<file path="config.mk">
export PLATFORM = sky130hd
export DESIGN_NAME = mdu_seq
export DESIGN_NICKNAME = d
export VERILOG_FILES = /design/src/rtl/mdu_seq_pkg.sv /design/src/rtl/mdu_step.sv /design/src/rtl/mdu_seq.sv
export SDC_FILE = /design/constraint.sdc
export NUM_CORES = 1
export LEC_CHECK = 0
export ABC_AREA = 1
export CORE_ASPECT_RATIO = 1.5
export CORE_MARGIN = 2
export CORE_UTILIZATION = 53
export CTS_BUF_LIST = sky130_fd_sc_hd__clkbuf_16
export DETAILED_ROUTE_END_ITERATION = 7
export PLACE_DENSITY_LB_ADDON = 0.3
export SYNTH_ARGS = -nofsm -noshare
export SYNTH_HDL_FRONTEND = slang
export SYNTH_HIERARCHICAL = 1
export SYNTH_SLANG_ARGS = --single-unit
</file>
<file path="constraint.sdc">
create_clock -name clk -period 2.31 [get_ports clk]
set_input_delay 0.3465 -clock clk [delete_from_list [all_inputs] [get_ports clk]]
set_output_delay 0.3465 -clock clk [all_outputs]
set_load 0.1 [all_outputs]
</file>
<file path="src/rtl/mdu_seq_pkg.sv">
`default_nettype none
// ============================================================================
// Module      : mdu_seq_pkg
// Description : Shared constants and FSM state encoding for the iterative
//               multiply/divide sequencer.
// Revision    : 1.0 - initial release
// ============================================================================
package mdu_seq_pkg;

    localparam int c_WIDTH_DEF = 32;
    localparam int c_CNT_W_DEF = 6;

    // ALU control op codes handled by the sequencer
    localparam logic [2:0] c_IA_MULT = 3'b010;
    localparam logic [2:0] c_IA_DIV  = 3'b011;

    typedef enum logic [1:0] {
        ST_IDLE = 2'd0,
        ST_MUL  = 2'd1,
        ST_DIV  = 2'd2,
        ST_FIN  = 2'd3
    } mdu_state_e;

endpackage
`default_nettype wire

</file>
<file path="src/rtl/mdu_step.sv">
`default_nettype none
// ============================================================================
// Module      : mdu_step
// Description : One combinational iteration of the sequencer datapath:
//               shift-add multiply or restoring compare-subtract-shift divide.
// Revision    : 1.0 - initial release
// ============================================================================
module mdu_step #(
    parameter int WIDTH = 32
) (
    input  logic             i_is_div,
    input  logic [WIDTH:0]   i_hi,     // MUL: acc upper (carry kept); DIV: remainder
    input  logic [WIDTH-1:0] i_lo,     // MUL: acc lower / multiplier; DIV: quotient
    input  logic [WIDTH-1:0] i_b,
    output logic [WIDTH:0]   o_hi,
    output logic [WIDTH-1:0] o_lo
);

    logic [WIDTH:0] w_b_ext;
    logic [WIDTH:0] w_sum;
    logic [WIDTH:0] w_shl;
    logic           w_ge;
    logic [WIDTH:0] w_diff;

    assign w_b_ext = {1'b0, i_b};
    // Upper half plus B only when the current multiplier bit is set
    assign w_sum   = i_lo[0] ? (i_hi + w_b_ext) : i_hi;
    // Remainder shifted left, pulling in the next dividend bit
    assign w_shl   = {i_hi[WIDTH-1:0], i_lo[WIDTH-1]};
    assign w_ge    = (w_shl >= w_b_ext);
    assign w_diff  = w_shl - w_b_ext;

    // Select the multiply or divide form of the next accumulator value
    always_comb begin
        o_hi = '0;
        o_lo = '0;
        if (i_is_div) begin
            o_hi = w_ge ? w_diff : w_shl;
            o_lo = {i_lo[WIDTH-2:0], w_ge};
        end else begin
            o_hi = {1'b0, w_sum[WIDTH:1]};
            o_lo = {w_sum[0], i_lo[WIDTH-1:1]};
        end
    end

endmodule
`default_nettype wire

</file>
<file path="src/rtl/mdu_seq.sv">
`default_nettype none
// ============================================================================
// Module      : mdu_seq
// Description : Iterative MULT/DIV sequencer beside the EX-stage ALU. One bit
//               per clock; stalls the pipeline until HI/LO are valid.
// Revision    : 1.0 - initial release
// ============================================================================
module mdu_seq
    import mdu_seq_pkg::*;
#(
    parameter int WIDTH = c_WIDTH_DEF,
    parameter int CNT_W = c_CNT_W_DEF
) (
    input  logic             clk,
    input  logic             rst,
    input  logic             start,
    input  logic [2:0]       IA,
    input  logic [WIDTH-1:0] A,
    input  logic [WIDTH-1:0] B,
    output logic             busy,
    output logic             stall,
    output logic             done,
    output logic [WIDTH-1:0] HI,
    output logic [WIDTH-1:0] LO,
    output logic             dbz
);

    mdu_state_e       r_state;
    mdu_state_e       w_state_nxt;
    logic [CNT_W-1:0] r_cnt;
    logic [WIDTH:0]   r_hi_wrk;
    logic [WIDTH-1:0] r_lo_wrk;
    logic [WIDTH-1:0] r_b;
    logic [WIDTH:0]   w_hi_step;
    logic [WIDTH-1:0] w_lo_step;
    logic             r_done;
    logic             r_dbz;
    logic [WIDTH-1:0] r_hi;
    logic [WIDTH-1:0] r_lo;
    logic             w_valid_op;
    logic             w_accept;
    logic             w_div_zero;
    logic             w_iterating;

    assign w_valid_op  = (IA == c_IA_MULT) || (IA == c_IA_DIV);
    assign w_accept    = start && w_valid_op && (r_state == ST_IDLE);
    assign w_div_zero  = (IA == c_IA_DIV) && (B == '0);
    assign w_iterating = (r_state == ST_MUL) || (r_state == ST_DIV);

    mdu_step #(.WIDTH(WIDTH)) u_step (
        .i_is_div (r_state == ST_DIV),
        .i_hi     (r_hi_wrk),
        .i_lo     (r_lo_wrk),
        .i_b      (r_b),
        .o_hi     (w_hi_step),
        .o_lo     (w_lo_step)
    );

    // State register
    always_ff @(posedge clk) begin
        if (rst) r_state <= ST_IDLE;
        else     r_state <= w_state_nxt;
    end

    // Next-state: divide by zero skips the iterations and goes straight to FIN
    always_comb begin
        w_state_nxt = r_state;
        case (r_state)
            ST_IDLE: begin
                if (w_accept) begin
                    if (IA == c_IA_MULT) w_state_nxt = ST_MUL;
                    else if (w_div_zero) w_state_nxt = ST_FIN;
                    else                 w_state_nxt = ST_DIV;
                end
            end
            ST_MUL, ST_DIV: if (r_cnt == '0) w_state_nxt = ST_FIN;
            ST_FIN:  w_state_nxt = ST_IDLE;
            default: w_state_nxt = ST_IDLE;
        endcase
    end

    // Operand capture, per-bit iteration, and result publish on leaving FIN
    always_ff @(posedge clk) begin
        if (rst) begin
            r_cnt    <= '0;
            r_hi_wrk <= '0;
            r_lo_wrk <= '0;
            r_b      <= '0;
            r_done   <= 1'b0;
            r_dbz    <= 1'b0;
            r_hi     <= '0;
            r_lo     <= '0;
        end else begin
            r_done <= 1'b0;
            if (w_accept) begin
                r_cnt <= CNT_W'(WIDTH - 1);
                r_b   <= B;
                r_dbz <= w_div_zero;
                // Divide by zero preloads the defined result: HI=A, LO=all ones
                if (w_div_zero) begin
                    r_hi_wrk <= {1'b0, A};
                    r_lo_wrk <= '1;
                end else begin
                    r_hi_wrk <= '0;
                    r_lo_wrk <= A;
                end
            end else if (w_iterating) begin
                r_hi_wrk <= w_hi_step;
                r_lo_wrk <= w_lo_step;
                if (r_cnt != '0) r_cnt <= r_cnt - 1'b1;
            end else if (r_state == ST_FIN) begin
                r_hi   <= r_hi_wrk[WIDTH-1:0];
                r_lo   <= r_lo_wrk;
                r_done <= 1'b1;
            end
        end
    end

    assign busy  = (r_state != ST_IDLE);
    assign stall = busy || w_accept;
    assign done  = r_done;
    assign HI    = r_hi;
    assign LO    = r_lo;
    assign dbz   = r_dbz;

endmodule
`default_nettype wire

</file>
Word level (Yosys, flattened, before mapping)

Cells that the tools add are included.

Logic and storage cells: 62
Bits in read-only memories: 0
Latch bits: 0
Output and inout port bits: 68
Register bits: 171
Bits of input ports: 70
Bits in writable memories: 0
Memories kept: 0

Multipliers: 0
$lt $le $gt $ge: 1
Equal/unequal tests: 7
Multiplexer cells: 19
Add/sub/neg operators: 3
Bitwise logic cells: 2
Shifts and indexed selects: 0
Reduce and logical (&&, ||, !) cells: 20
Div/mod/pow operators: 0

Operators with widths:

| kind                                                                   | number |
|---|---|
| 33-bit two-way mux                                                     | 5 |
| 32-bit two-way mux                                                     | 5 |
| 33-bit by 32-bit adder with 33-bit output                              | 1 |
| 33-bit by 32-bit >= comparator with 1-bit output                       | 1 |
| 33-bit by 32-bit subtractor with 33-bit output                         | 1 |
| 32-bit zero test                                                       | 1 |
| 5-bit two-way mux                                                      | 3 |
| 3-bit by 2-bit equality test with 1-bit output (second input constant) | 2 |
| 6-bit zero test                                                        | 1 |
| 2-bit two-way mux                                                      | 3 |
| 2-bit one-hot mux with 3 select lines                                  | 1 |
| 2-bit AND reduction                                                    | 3 |
| 2-bit nonzero test                                                     | 3 |
| 6-bit nonzero test                                                     | 1 |
| 6-bit by 1-bit subtractor with 6-bit output (second input constant)    | 1 |
| 2-bit equality test (second input constant)                            | 2 |
| 2-bit != test (second input constant)                                  | 2 |
| 2-bit OR reduction                                                     | 2 |
| 1-bit logical AND                                                      | 3 |
| 1-bit logical OR                                                       | 3 |
| 3-bit AND reduction                                                    | 1 |
| 3-bit OR reduction                                                     | 1 |
| 2-bit by 1-bit equality test with 1-bit output (second input constant) | 1 |
| 2-bit zero test                                                        | 1 |
| 2 further kinds                                                        | 4 |

Depth between registers and ports, before layout

Gate-level depths: netlist of the first run.

Depth in word-level cells: 6
Depth in mapped cells: 20
Mapped depth without buffers: 19

Modules after synthesis

Netlist of the first run, hierarchy kept.

Modules (own cells, without submodules):

| module   | times used | cells an instance | area each (µm²) |
|---|---|---|---|
| mdu_seq  | 1          | 977               | 7238.2 |
| mdu_step | 1          | 1399              | 6571.3 |

Worst setup path before layout of the first run

No wires, ideal clock.

Path type: register to register
Start: reg r_hi_wrk[0]
End: reg r_hi_wrk[17]
Slack: 70 ps
Setup time: 128 ps
Stages on the path, launching flop included: 18
Data required time: 2182 ps
Buffers on the path: 0
Data arrival time: 2113 ps
Cells stage by stage: dfxtp_1 ha_1 fa_1 nand2_1 nand2_1 nand3b_1 nand2_1 nand2_1 nand2_1 nand2_1 nand2_1 nand2_1 nand2_1 o21ai_0 nand2_1 o21ai_0 nand2_1 nor3b_1

Longest elaborated chain between the ends: 5
Elaborated cells on any way between the ends: 8
Those cells by class: add/sub: 2; order compare: 1; mux: 5

RTL lines:

| item                                                                    | RTL line                       | text |
|---|---|---|
| from (decl)                                                             | mdu_seq.sv:31                  | `logic [WIDTH:0] r_hi_wrk;` |
| from (signal assigned)                                                  | mdu_seq.sv:101                 | `r_hi_wrk <= {1'b0, A};` |
| from (signal assigned)                                                  | mdu_seq.sv:108                 | `r_hi_wrk <= w_hi_step;` |
| 33-bit by 32-bit adder with 33-bit output, or another cell as far along | mdu_step.sv:27                 | `assign w_sum = i_lo[0] ? (i_hi + w_b_ext) : i_hi;` |
| 33-bit two-way mux, on equally long branches                            | mdu_step.sv:27, mdu_step.sv:38 |  |
| 33-bit two-way mux (*)                                                  | mdu_step.sv:37                 | `if (i_is_div) begin` |
| via w_hi_step[17]                                                       | mdu_seq.sv:34                  | `logic [WIDTH:0] w_hi_step;` |
| 33-bit two-way mux (*)                                                  | mdu_seq.sv:107                 | `end else if (w_iterating) begin` |
| 33-bit two-way mux (*)                                                  | mdu_seq.sv:95                  | `if (w_accept) begin` |

The timed path passes the listed nets; every way through them passes the cells marked *. The select of a mux whose other input is x is not followed.
A chain may end at the register's enable or synchronous reset.

Worst setup path after layout of the first run

Start: reg r_b[11]
End: reg r_hi_wrk[12]

Longest elaborated chain between the ends: 5
Elaborated cells on any way between the ends: 8
Those cells by class: add/sub: 2; order compare: 1; mux: 5

RTL lines:

| item                                                                    | RTL line                       | text |
|---|---|---|
| from (decl)                                                             | mdu_seq.sv:33                  | `logic [WIDTH-1:0] r_b;` |
| from (signal assigned)                                                  | mdu_seq.sv:88                  | `r_b <= '0;` |
| from (signal assigned)                                                  | mdu_seq.sv:97                  | `r_b <= B;` |
| 33-bit by 32-bit adder with 33-bit output, or another cell as far along | mdu_step.sv:27                 |  |
| 33-bit two-way mux, on equally long branches                            | mdu_step.sv:27, mdu_step.sv:38 |  |
| 33-bit two-way mux (*)                                                  | mdu_step.sv:37                 |  |
| via w_hi_step[12]                                                       | mdu_seq.sv:34                  |  |
| 33-bit two-way mux (*)                                                  | mdu_seq.sv:107                 |  |
| 33-bit two-way mux (*)                                                  | mdu_seq.sv:95                  |  |

Marked as above.

==> flow_metrics.tcl, run 1 <==
set metrics [dict create \
    status "finished, violations left" \
    failed_checks "setup timing" \
    finalMaxSlewViolations 0 \
    track_usage 0.4159 \
    place_congestion 1.020 \
    clkSinkCount 171 \
    multi_input_area_mm2 0.01007 \
    cp-start-kind "flop" \
    synth_top_area_cell "dfxtp_1" \
    slowest_stage "dfxtp_2" \
    path_max_fanout 8 \
    coreArea_mm2 0.02567 \
    clockBufferDepth 2 \
    seq_area_frac_synth 0.2479 \
    wire_per_inst_um 19.05 \
    avgSynthCellArea_um2 5.812 \
    fp-row-count 72 \
    synth.area.top_cells "dfxtp_1 (25%), nand2_1 (19%), inv_1 (8.9%), nor2_1 (8.3%), o21ai_0 (8.0%)" \
    slowest_delay_ns 0.34 \
    mostFrequentLayoutCells "nand2_1 (583), buf_4 (349), inv_1 (313)" \
    pin_count 138 \
    tightestPinTransition_ns 0.7849 \
    die_w_um 135.8 \
    area_delta_synth_final_pct 42.25 \
    dr.pass1.iters 8 \
    rsz0062_at_grt "yes" \
    place_inst 3030 \
    dominantRegCellSynth "dfxtp_1" \
    critPathTopFamily "simple AND/OR/NAND/NOR gates" \
    vias 17320 \
    hold_class "reg2reg" \
    wirelength_um 58880 \
    async_reset_ff_frac 0 \
    num_antenna_cells 0 \
    post-route-period-util 1.054 \
    ys_seq_elements 171 \
    start_util 0.5379 \
    first_global_vias 16380 \
    fillers 2111 \
    path_class "reg2reg" \
    final_nets 2886 \
    path_cells "inv_1, ha_4, nand2_4, nor2_4, nand2_2, nor2_2, nand2_2, nor2_4, nor2_4, buf_12, nand2_8, buf_16, nand2_1, nand3_1, nand2_1, o21ai_1, inv_1, nand2_1, a21oi_2" \
    seqCellArea_mm2 0.003487 \
    synth_area_mm2 0.01381 \
    final_layout_size_suffix_gt1_frac 0.2887 \
    max_freq_mhz 410.9 \
    yosysWarnings 6 \
    overflow 0 \
    ctsHoldBuffers 0 \
    synth_edf_count 0 \
    synth.net_count 2518 \
    die_area_mm2 0.02739 \
    finalHoldViolCount 0 \
    clk_pin_slew_ns 0.08 \
    setup_slack_ns -0.1237 \
    dpl_worst_slack_ns -0.3141 \
    cts_root_buffer "clkbuf_16" \
    via_per_inst 5.605 \
    grt_pass1_wl_um 87580 \
    clk-insertion-delay-late_ns 0.46 \
    cts_tree "yes" \
    portBuffers 137 \
    cap_violations 0 \
    grt_max_degree 69 \
    cts_htree_levels 4 \
    setup_viol 29 \
    relSlewSlack 0.4762 \
    final_common_cell "nand2_1" \
    cp_num_buf_inv 4 \
    postRouteAntennaNets 0 \
    cts_made_buffers 17 \
    fin_skew_ns 0.006959 \
    drt_iter0_markers 1616 \
    crit_required_ns 2.66 \
    syn_inst 2376 \
    fin_hold_ws_ns 0.4786 \
    netlist.area_leader.share 0.2479 \
    critical_path_arrival_ns 2.78 \
    dp_hpwl_um 42220 \
    remaining_drc_errors 0 \
    antenna_found_initial 0 \
    synth_cell_types 47 \
    die_y_um 201.7 \
    final.min_clock_period_ns 2.434 \
    instances_no_fill 3090 \
    cp-end-kind "flop" \
]
-- kinds of logic (layout without fill, tap and decap cells) --
kind of cell,count (synthesis),in the layout,synth area share
AOI/OAI and AO/OA,423,423,0.1603
xor gates and xnor gates,25,25,0.01586
adders and majority gates,72,72,0.06632
buffers and inverters,434,815,0.1276
DFF,171,171,0.2479
and+or+nand+nor,1251,1251,0.3821
-- through the flow --
step | utilization | TNS [ns] | instance area [um2]
after floorplan | - | 0 | 13810
after global placement | 0.6711 | -5.605 | 17230
after detailed placement | 0.6711 | -7.275 | 17230
after CTS | 0.7452 | -0.5370 | 19130
after global routing | 0.7651 | -6.084 | 19640
final | 0.7651 | -2.052 | 19640
-- tightest hold or removal path: stages (launching register included) --
cell and delay (ns):
dfxtp_1 0.32, nand2_1 0.06, a21oi_1 0.06
-- final timing paths --
check / endpoint / from / slack (ns) / cells past startpoint
max: r_hi_wrk[12]$_SDFFE_PP0P_ / r_b[11]$_SDFFE_PP0P_ / -0.12 / 19
min: r_cnt[0]$_SDFFE_PP0P_ / r_cnt[0]$_SDFFE_PP0P_ / 0.48 / 2
max reg2reg: r_hi_wrk[12]$_SDFFE_PP0P_ / r_b[11]$_SDFFE_PP0P_ / -0.12 / 19
min reg2reg: r_cnt[0]$_SDFFE_PP0P_ / r_cnt[0]$_SDFFE_PP0P_ / 0.48 / 2
-- routing by layer --
layer	routed length [um]	share of wire	GRT usage	up-vias
met5	0	0	0	-
met4	4404	0.075	0.2589	0
met3	4896	0.083	0.07055	228
met2	27690	0.47	0.6861	879
met1	21890	0.37	0.4969	8032
li1	-	-	-	8180
-- repair_timing --
action | CTS | global route
setup endpoints to repair | 34 | 34
gates cloned | 4 | 1
buffers inserted | 22 | 5
gates resized for setup | 266 | 134
hold endpoints to repair | 0 | 0
pin swaps | 61 | 74
-- synth_stat cells, types with 2 or more instances --
cell      instances
buf_4             8
o21bai_1          8
xnor2_1          15
o21a_1            2
inv_1           328
buf_6             7
a21oi_1         172
nor3_1            8
nand4_1          13
buf_2            21
nand2_1         702
nand3_2          15
or2_1            28
nor3b_1           7
xor2_1           10
clkbuf_1         55
nor2_2            6
buf_8             2
inv_2             5
nand2_2           6
a21oi_2          12
nor2_4            5
nor2_1          305
nand3_1         123
or2_2            20
buf_1             2
clkinv_1          5
o21ai_0         222
dfxtp_1         171
fa_1              2
ha_1             70
nand3b_1          6
-- registers in the layout, summed over array words and instances (netlist names) --
register  count
r_hi_wrk     33
HI           32
LO           32
r_b          32
r_lo_wrk     32
r_cnt         6
r_state       2
dbz           1
done          1
-- final cells by class --
cell class                 instances  area share
clock buffer                      17     0.02166
inverter                         338     0.06471
clock inverter                    15    0.008344
multi-input combinational       1771      0.5125
tap                              333     0.02121
sequential                       171      0.1775
timing repair buffer             445      0.1940
Power of run 1 is left out: the tool's default activity adds up to more than one toggle a clock period on the data nets, which glitch-free logic cannot reach.
==> run 2, diff against run 1 <==
CTS_CLUSTER_DIAMETER = 100   (was unset)
==> results of run 2 <==
The final DEF is identical to that of run 1; final timing and power are the same.
Power of run 2 is left out for the same reason.
==> run 3, diff against run 2 <==
CORE_MARGIN = 4   (was 2)
PLACE_DENSITY = 0.8   (was unset)
PLACE_DENSITY_LB_ADDON = unset   (was 0.3)
SKIP_CTS_REPAIR_TIMING = 1   (was unset)
==> flow_metrics.tcl, run 3 (synthesis gave the netlist of run 1 again) <==
set metrics [dict create \
    die_y_um 205.7 \
    tightestPinTransition_ns 1.152 \
    failed_checks "setup timing" \
    grt_pass1_wl_um 84390 \
    relSlewSlack 0.2317 \
    clk-insertion-delay-late_ns 0.46 \
    fin_skew_ns 0.01023 \
    setup_slack_ns -0.2767 \
    crit_required_ns 2.66 \
    regMostFlops "r_hi_wrk" \
    path_class "reg2reg" \
    area_delta_synth_final_pct 42.34 \
    final_nets 2887 \
    cts_root_buffer "clkbuf_16" \
    cts_tree "yes" \
    slowest_delay_ns 0.36 \
    die_area_mm2 0.02876 \
    cts_htree_levels 4 \
    grt_most_used_layer "met2" \
    mostFrequentLayoutCells "nand2_1 (581), buf_4 (343), inv_1 (304)" \
    cap_violations 0 \
    overflow 0 \
    use_met3 0.05162 \
    status "finished, violations left" \
    track_usage 0.3724 \
    final.min_clock_period_ns 2.587 \
    place_congestion 1.011 \
    dr.pass1.iters 5 \
    max_freq_mhz 386.6 \
    cp-start-kind "flop" \
    drt_iter0_markers 1840 \
    clk_pin_slew_ns 0.07 \
    wire_per_inst_um 19.28 \
    post-route-period-util 1.120 \
    first_global_vias 15750 \
    vias 17310 \
    antenna_found_initial 0 \
    hold_class "reg2reg" \
    via_per_inst 5.599 \
    critical_path_arrival_ns 2.93 \
    num_antenna_cells 0 \
    remaining_drc_errors 0 \
    clkSinkCount 171 \
    globalRouteMet2Util 0.6368 \
    rsz0062_at_grt "yes" \
    die_w_um 139.8 \
    fp-row-count 72 \
    slowest_stage "dfxtp_1" \
    portBuffers 137 \
    cp-end-kind "flop" \
    grt_max_degree 69 \
    coreArea_mm2 0.02576 \
    final_layout_size_suffix_gt1_frac 0.2948 \
    path_max_fanout 8 \
    dp_hpwl_um 42800 \
    start_util 0.5360 \
    final_common_cell "nand2_1" \
    finalHoldViolCount 0 \
    clockBufferDepth 2 \
    finalMaxSlewViolations 0 \
    cts_made_buffers 17 \
    pin_count 138 \
    setup_viol 34 \
    wirelength_um 59580 \
    largest_reg_flops 33 \
    setup_tns_ns -5.950 \
    path_cells "inv_1, ha_4, inv_2, nor3_4, nand2_2, buf_6, nor2_4, nand2_8, nand2_8, buf_6, nand3_2, nand2_1, nand2_1, o21ai_0, a21oi_1" \
    postRouteAntennaNets 0 \
    grt_util_met1 0.4677 \
]
==> run 3: cell types whose count changed in the layout (fill, tap and decap cells not counted), sizes merged <==
cell,delta
clkinvlp,+2
buf,-2
clkbuf,+2
bufinv,-1
inv,-4
clkinv,+4
==> run 3: area by class of cell <==
type / count / area (um2)
Sequential cell: 171 / 3498
Timing Repair inverter: 1 / 7.507
Clock buffer: 17 / 425.4
Tap cell: 333 / 416.7
Timing Repair Buffer: 445 / 3849
Fill cell: 2037 / 6108
Multi-Input combinational cell: 1771 / 10040
Clock inverter: 15 / 141.4
Inverter: 338 / 1275
==> run 3: path summary, 6_finish.rpt <==
path | start | slack, ns | cells past startpoint | end
setup / recovery | r_b[31]$_SDFFE_PP0P_ | -0.28 | 15 | r_hi_wrk[31]$_SDFFE_PP0P_
hold / removal | r_cnt[5]$_SDFFE_PP0P_ | 0.47 | 2 | r_cnt[5]$_SDFFE_PP0P_
setup reg to reg | r_b[31]$_SDFFE_PP0P_ | -0.28 | 15 | r_hi_wrk[31]$_SDFFE_PP0P_
hold reg to reg | r_cnt[5]$_SDFFE_PP0P_ | 0.47 | 2 | r_cnt[5]$_SDFFE_PP0P_
==> run 3: through the flow <==
step	hold slack [ns]	instance area [um2]	utilization	instances	setup slack, ns
detailed placement	0.4591	17180	0.6668	3025	-0.3595
finish	0.4728	19660	0.7629	3091	-0.2767
floorplan	0.4425	13810	-	2376	0.06952
CTS	0.4700	17750	0.6888	3057	-0.3785
global placement	0.4541	17180	0.6668	3025	-0.3465
global route	0.4969	19660	0.7629	3091	-0.3492
==> run 3: layer usage <==
layer	routed length (um)	share of wire
met1	22710	0.38
met2	28700	0.48
met3	4945	0.083
met4	3229	0.054
met5	0	0
==> run 3: critical path: cells and delay by family (launching register included) <==
| family | cells | cell delay, ns |
|---|---|---|
| buf+inv | 4 | 0.46 |
| compound gates | 2 | 0.23 |
| simple gates | 8 | 1.12 |
| fa+ha+maj | 1 | 0.30 |
| flops | 1 | 0.36 |
Power of run 3 is left out for the same reason.
